`src/rtl/rx_anc_sync_seq.sv`:
```
// RX ANC sync/timing controller: synchronised GPIO trigger, NUM_SEG-segment sync sequence,
// and a sample-gated symbol-hopping phase generator for the downstream mixers.
module rx_anc_sync_seq #(
    parameter int PHASE_WIDTH    = 24,
    parameter int NSYMB_WIDTH    = 16,
    parameter int CNT_WIDTH      = 16,
    parameter int NUM_SEG        = 4,
    parameter int SEG_LEN        = 8192,
    parameter logic [7:0] START_MASK = 8'h06,
    parameter logic [7:0] MUX_MASK   = 8'h06,
    parameter int NSIG           = 16384,
    parameter int NSYMB          = 512,
    parameter int START_PH_INC   = 4096,
    parameter int DPH_INC        = 16384,
    parameter int NHT_PH_INC     = 12288,
    parameter int ANC_PH_INC     = 2048,
    parameter int START_PH       = 0,
    parameter int GPIO_REG_WIDTH = 12,
    parameter int TRIG_BIT       = 2,
    parameter logic [GPIO_REG_WIDTH-1:0] GPIO_OUT_MASK = 12'h011
) (
    input  logic                      clk,
    input  logic                      reset,
    input  logic [GPIO_REG_WIDTH-1:0] gpio_in,
    input  logic                      abort,
    input  logic                      sample_tvalid,
    output logic [GPIO_REG_WIDTH-1:0] gpio_out,
    output logic                      rx_valid,
    output logic                      rx_start,
    output logic                      out_sel,
    output logic [2:0]                seg_idx,
    output logic                      busy,
    output logic                      done,
    output logic [PHASE_WIDTH-1:0]    ph_nht,
    output logic [PHASE_WIDTH-1:0]    ph_bb,
    output logic [PHASE_WIDTH-1:0]    ph_fshift,
    output logic [PHASE_WIDTH-1:0]    ph_bb_inc,
    output logic [NSYMB_WIDTH-1:0]    symb_idx,
    output logic                      symb_start
);
    localparam logic [0:0] IDLE = 1'b0;
    localparam logic [0:0] RUN  = 1'b1;

    localparam logic [CNT_WIDTH-1:0]   SEG_LAST  = CNT_WIDTH'(SEG_LEN - 1);
    localparam logic [2:0]             IDX_LAST  = 3'(NUM_SEG - 1);
    localparam logic [CNT_WIDTH-1:0]   NSIG_C    = CNT_WIDTH'(NSIG);
    localparam logic [NSYMB_WIDTH-1:0] NSYMB_C   = NSYMB_WIDTH'(NSYMB);
    localparam logic [PHASE_WIDTH-1:0] PH0       = PHASE_WIDTH'(START_PH);
    localparam logic [PHASE_WIDTH-1:0] INC0      = PHASE_WIDTH'(START_PH_INC);
    localparam logic [PHASE_WIDTH-1:0] DPH_C     = PHASE_WIDTH'(DPH_INC);
    localparam logic [PHASE_WIDTH-1:0] NHT_C     = PHASE_WIDTH'(NHT_PH_INC);
    localparam logic [PHASE_WIDTH-1:0] ANC_C     = PHASE_WIDTH'(ANC_PH_INC);

    logic [0:0]           state, state_nx;
    logic [2:0]           seg_idx_nx;
    logic [CNT_WIDTH-1:0] seg_cnt, seg_cnt_nx, sig_cnt;
    logic                 rx_valid_nx, done_nx;
    logic [2:0]           trig_sync;
    logic                 trig_rise, run_nx, ph_hold;

    // Sync flops reset high so a trigger level already present at reset release is not an edge.
    always_ff @(posedge clk or posedge reset) begin
        if (reset) trig_sync <= 3'b111;
        else       trig_sync <= {trig_sync[1:0], gpio_in[TRIG_BIT]};
    end
    assign trig_rise = trig_sync[1] & ~trig_sync[2];

    always_comb begin
        state_nx    = state;
        seg_idx_nx  = seg_idx;
        seg_cnt_nx  = seg_cnt;
        rx_valid_nx = rx_valid;
        done_nx     = 1'b0;
        if (abort) begin
            state_nx    = IDLE;
            seg_idx_nx  = '0;
            seg_cnt_nx  = '0;
            rx_valid_nx = 1'b0;
        end else if (state == IDLE) begin
            if (trig_rise) begin
                state_nx    = RUN;
                rx_valid_nx = 1'b1;
                seg_idx_nx  = '0;
                seg_cnt_nx  = '0;
            end
        end else if (seg_cnt == SEG_LAST) begin
            seg_cnt_nx = '0;
            if (seg_idx == IDX_LAST) begin
                state_nx   = IDLE;
                done_nx    = 1'b1;
                seg_idx_nx = '0;
            end else begin
                seg_idx_nx = seg_idx + 3'd1;
            end
        end else begin
            seg_cnt_nx = seg_cnt + 1'b1;
        end
    end

    assign run_nx = (state_nx == RUN);

    always_ff @(posedge clk or posedge reset) begin
        if (reset) begin
            state    <= IDLE;
            seg_idx  <= '0;
            seg_cnt  <= '0;
            rx_valid <= 1'b0;
            done     <= 1'b0;
            rx_start <= 1'b0;
            out_sel  <= 1'b0;
        end else begin
            state    <= state_nx;
            seg_idx  <= seg_idx_nx;
            seg_cnt  <= seg_cnt_nx;
            rx_valid <= rx_valid_nx;
            done     <= done_nx;
            // Levels follow the next-state segment so they switch together with seg_idx.
            rx_start <= run_nx & START_MASK[seg_idx_nx];
            out_sel  <= run_nx & MUX_MASK[seg_idx_nx];
        end
    end

    assign busy     = (state == RUN);
    assign gpio_out = rx_valid ? GPIO_OUT_MASK : '0;
    assign ph_hold  = rx_start | abort;

    always_ff @(posedge clk or posedge reset) begin
        if (reset) begin
            sig_cnt    <= NSIG_C;
            symb_idx   <= NSYMB_C;
            ph_nht     <= PH0;
            ph_bb      <= PH0;
            ph_fshift  <= PH0;
            ph_bb_inc  <= INC0;
            symb_start <= 1'b0;
        end else begin
            symb_start <= 1'b0;
            if (ph_hold) begin
                sig_cnt   <= NSIG_C;
                symb_idx  <= NSYMB_C;
                ph_nht    <= PH0;
                ph_bb     <= PH0;
                ph_fshift <= PH0;
                ph_bb_inc <= INC0;
            end else if (sample_tvalid) begin
                if (sig_cnt == NSIG_C) begin
                    sig_cnt    <= CNT_WIDTH'(1);
                    ph_nht     <= PH0;
                    ph_bb      <= PH0;
                    ph_fshift  <= PH0;
                    symb_start <= 1'b1;
                    if (symb_idx == NSYMB_C) begin
                        symb_idx  <= NSYMB_WIDTH'(1);
                        ph_bb_inc <= INC0;
                    end else begin
                        symb_idx  <= symb_idx + 1'b1;
                        ph_bb_inc <= ph_bb_inc + DPH_C;
                    end
                end else begin
                    sig_cnt   <= sig_cnt + 1'b1;
                    ph_nht    <= ph_nht - NHT_C;
                    ph_bb     <= ph_bb - ph_bb_inc;
                    ph_fshift <= ph_fshift + ANC_C + ph_bb_inc;
                end
            end
        end
    end
endmodule

```
`config.mk`:
```
export PLATFORM = sky130hd
export DESIGN_NAME = rx_anc_sync_seq
export DESIGN_NICKNAME = d
export VERILOG_FILES = /design/src/rtl/rx_anc_sync_seq.sv
export SDC_FILE = /design/constraint.sdc
export NUM_CORES = 1
export LEC_CHECK = 0
export CORE_ASPECT_RATIO = 2
export CORE_UTILIZATION = 57
export DETAILED_ROUTE_END_ITERATION = 16
export MAX_ROUTING_LAYER = met4
export PLACE_DENSITY_LB_ADDON = 0.12
export REMOVE_ABC_BUFFERS = 1
export SYNTH_ARGS = -nofsm -noshare
export SYNTH_HDL_FRONTEND = slang
export SYNTH_SLANG_ARGS = --single-unit
```
`constraint.sdc`:
```
create_clock -name clk -period 11.6 [get_ports clk]
set_input_delay 1.16 -clock clk [delete_from_list [all_inputs] [get_ports clk]]
set_output_delay 1.16 -clock clk [all_outputs]
set_load 0.01 [all_outputs]
```
==> reports/qor.yml <==
grt_setup_unrepaired: "false"
wirelength_um: 18860
critical_path.cell_chain: "clkdlybuf4s50_1 -> or3_1 -> nand4_1 -> nor3_1 -> nand3_1 -> xor2_1 -> nor2_1"
synthTopCellsByArea: "sky130_fd_sc_hd__dfrtp_1 41%, sky130_fd_sc_hd__ha_1 7.1%, sky130_fd_sc_hd__xor2_1 4.9%"
detailed_place.area_um2: 8616
synth.top_cell.area_share_pct: 40.94
dpl_worst_slack_ps: 7895
first_pass_grt_wire_length_um: 30680
wire_per_inst_um: 17.32
cts_tree: "yes"
final_weighted_congestion_in_routability_driven_placement: 0.8678
max_slew.worst_pin.slew_ps: 971.8
post_route_cells_drive_above_1_share_pct: 6.617
coreArea_um2: 12990
post_cts_buffers: 0
final_max_slew_viol_count: 0
setup.worst_path.class: "in -> reg"
run_status: "finished, final reports clean"
via_count_of_the_first_global_routing_pass: 6436
final-setup-viol-count: 0
number_of_antenna_violating_nets_in_the_routed_design: 0
r2r_cells: 7
hp-class: "reg -> reg"
pin_count: 149
p_total_mw: 1.307
critPathSlowestCell: "sky130_fd_sc_hd__clkdlybuf4s50_1"
yosysTopAreaCell: "sky130_fd_sc_hd__dfrtp_1"
synth_seq_cells: 130
final_critical_path_time_including_i_o_delays_and_setup_ps: 3335
dr_total_vias: 6401
die-area_um2: 13790
critical_path_peak_fanout: 11
timing.max_slew.rel_slack_pct: 35.21
start_kind: "primary input"
syn-instance-count: 822
ctsResizeCount: 0
max_clock_freq_mhz: 299.9
r2r-end: "symb_idx[11]"
synth_async_sr_flop_share_pct: 100.0
antenna_found_initial: 0
clock_skew_ps: 11.51
grt_start_max_net_pins: 79
finalHoldViolCount: 0
crit-reg2reg-launch: "sig_cnt[9]"
final_period_util_pct: 28.75
totalNegativeSetupSlack_ps: 0
grt.total_usage_pct: 28.90
diodes: 0
cts_hold_buf: 0
critical-path-max-stage-delay_ps: 760
placementRows: 59
timing.max_cap.violations: 0
port_buffers: 102
worstSkewPairLatency_ps: 410
setup.worst_path.end_class: "flip-flop"
synth_cell_types: 61
ctsLongestPathBuffers: 2
final.setup.worst_slack_ps: 8265
post_synth_instance_area_um2: 7580
number_of_drc_violations_after_detailed_routing_iteration_0: 340
cts_num_sinks: 130
post_synth.cell_area_avg_um2: 9.221
global_route.overflow_total: 0
num-nets-final: 983
peakVddDrop_mv: 0.1358
cts.root.buffer_cell: "sky130_fd_sc_hd__clkbuf_16"
fin_util_pct: 71.03
synth_warnings: 0
numCtsBuffers: 17
cts-htree-levels: 4
route.detailed.vias_per_inst: 5.878
die_w_um: 83.54
cellLeakagePower_nw: 4.068
initial_utilization_pct: 58.34
design_area_um2: 9229
timing.critical_path.arrival_ps: 3610
worst-r2r-setup-slack_ps: 8850
first_pass_iters: 5
flow.area_growth_from_synthesis_pct: 21.76
critPathLaunch: "abort"
postSynth.topFlopCell: "sky130_fd_sc_hd__dfrtp_1"
synth-seq-area-share_pct: 43.02
place_hpwl_um: 13610
synth_edf_count: 0
power-per-cell-area_nw_per_um2: 141.6
clkSlewWorstSetupHoldPaths_ps: 60
critical_path_required_ps: 11870
die_height_um: 165.1
critical_path.endpoint: "sig_cnt[15]"
detail_route.drc_violations: 0
## how the worst min path moves through the flow
stage                              end  slack, ps  cells after the start          from
after floorplan           trig_sync[1]        350                      0  trig_sync[0]
after global placement    trig_sync[1]        350                      0  trig_sync[0]
after detailed placement  trig_sync[1]        350                      0  trig_sync[0]
after CTS                 trig_sync[1]        360                      0  trig_sync[0]
after global routing      trig_sync[1]        370                      0  trig_sync[0]
final                     trig_sync[1]        360                      0  trig_sync[0]
## where the power goes
part	leakage (nW)	internal (mW)	switching, mW
logic	2.01	0.114	0.141
registers	1.77	0.475	0.0239
clock network	0.287	0.349	0.204
## cells in the final DEF (no fill, tap or decap), types with 25 or more instances in the layout
| cell type | Yosys | final |
|---|---|---|
| sky130_fd_sc_hd__a21oi_1 | 31 | 31 |
| sky130_fd_sc_hd__ha_1 | 43 | 43 |
| sky130_fd_sc_hd__clkdlybuf4s50_1 | 0 | 102 |
| sky130_fd_sc_hd__nand2_1 | 86 | 86 |
| sky130_fd_sc_hd__xnor2_1 | 28 | 28 |
| sky130_fd_sc_hd__nand3_1 | 25 | 25 |
| sky130_fd_sc_hd__dfrtp_1 | 124 | 124 |
| sky130_fd_sc_hd__conb_1 | 2 | 38 |
| sky130_fd_sc_hd__o21ai_0 | 52 | 51 |
| sky130_fd_sc_hd__xor2_1 | 42 | 42 |
| sky130_fd_sc_hd__nor2_1 | 93 | 92 |
| sky130_fd_sc_hd__inv_1 | 32 | 31 |
## registers in the layout, summed over array words and instances (netlist names)
register and count:
busy 1, done 1, out_sel 1, ph_bb 24, ph_bb_inc 11, ph_fshift 24, ph_nht 12, rx_valid 1
seg_cnt 16, seg_idx 3, sig_cnt 16, symb_idx 16, symb_start 1, trig_sync 3
## metal layers
| metal | wire [um] | GRT usage (%) | share of wire (%) |
|---|---|---|---|
| met5 | 0 | - | 0 |
| met2 | 10310 | 51.60 | 55 |
| met4 | 897 | 16.87 | 4.8 |
| met3 | 715 | 5.865 | 3.8 |
| met1 | 6937 | 29.25 | 37 |
## cells in the mapped netlist (4+ instances only)
| master | n |
|---|---|
| sky130_fd_sc_hd__nor2b_1 | 8 |
| sky130_fd_sc_hd__nor4_1 | 9 |
| sky130_fd_sc_hd__o41ai_1 | 4 |
| sky130_fd_sc_hd__nand2_1 | 86 |
| sky130_fd_sc_hd__o21a_1 | 4 |
| sky130_fd_sc_hd__dfrtp_1 | 124 |
| sky130_fd_sc_hd__a22o_1 | 4 |
| sky130_fd_sc_hd__and4_1 | 10 |
| sky130_fd_sc_hd__and2_1 | 10 |
| sky130_fd_sc_hd__nand3b_1 | 4 |
| sky130_fd_sc_hd__buf_1 | 4 |
| sky130_fd_sc_hd__nand3_1 | 25 |
| sky130_fd_sc_hd__ha_1 | 43 |
| sky130_fd_sc_hd__xnor2_1 | 28 |
| sky130_fd_sc_hd__clkbuf_1 | 15 |
| sky130_fd_sc_hd__inv_1 | 32 |
| sky130_fd_sc_hd__a21oi_1 | 31 |
| sky130_fd_sc_hd__nor2_1 | 93 |
| sky130_fd_sc_hd__nor3b_1 | 4 |
| sky130_fd_sc_hd__dfstp_2 | 6 |
| sky130_fd_sc_hd__a21o_1 | 8 |
| sky130_fd_sc_hd__or4_1 | 4 |
| sky130_fd_sc_hd__nand2b_1 | 5 |
| sky130_fd_sc_hd__xor2_1 | 42 |
| sky130_fd_sc_hd__buf_2 | 4 |
| sky130_fd_sc_hd__o21ai_0 | 52 |
| sky130_fd_sc_hd__a31oi_1 | 6 |
| sky130_fd_sc_hd__or4_4 | 4 |
| sky130_fd_sc_hd__buf_4 | 38 |
| sky130_fd_sc_hd__o31ai_1 | 10 |
| sky130_fd_sc_hd__nand4_1 | 23 |
| sky130_fd_sc_hd__and3_1 | 8 |
| sky130_fd_sc_hd__nor3_1 | 20 |
| sky130_fd_sc_hd__or3_1 | 9 |
## final cells by class
type,count,area (um2)
Multi-Input combinational cell,635,3976
Fill cell,1012,3764
Clock buffer,19,452.9
Tap cell,152,190.2
Clock inverter,13,160.2
Inverter,32,122.6
Sequential cell,130,3261
Timing Repair Buffer,108,1066
## worst max-delay path: cells and delay by family
| kind | cells | cell delay [ps] |
|---|---|---|
| xor gates and xnor gates | 1 | 170 |
| and+or+nand+nor | 5 | 1520 |
| buffers and inverters | 1 | 760 |
## per-stage QoR
step                      hold slack, ps  instances
final                              361.1       1089
after global routing               367.5       1089
after CTS                          359.6       1089
after detailed placement           348.7       1057
after global placement             346.4       1057
after floorplan                    345.2        797
## logic make-up after synthesis
family | after synthesis | synth area share [%]
DFF | 130 | 43.02
adders and majority gates | 43 | 7.098
xor gates and xnor gates | 70 | 8.089
and+or+nand+nor | 334 | 22.20
buffers and inverters | 93 | 6.553
other | 2 | 0.09908
muxes | 5 | 0.6933
AOI/OAI and AO/OA | 145 | 12.25
Power figures use the tool's default switching activity.
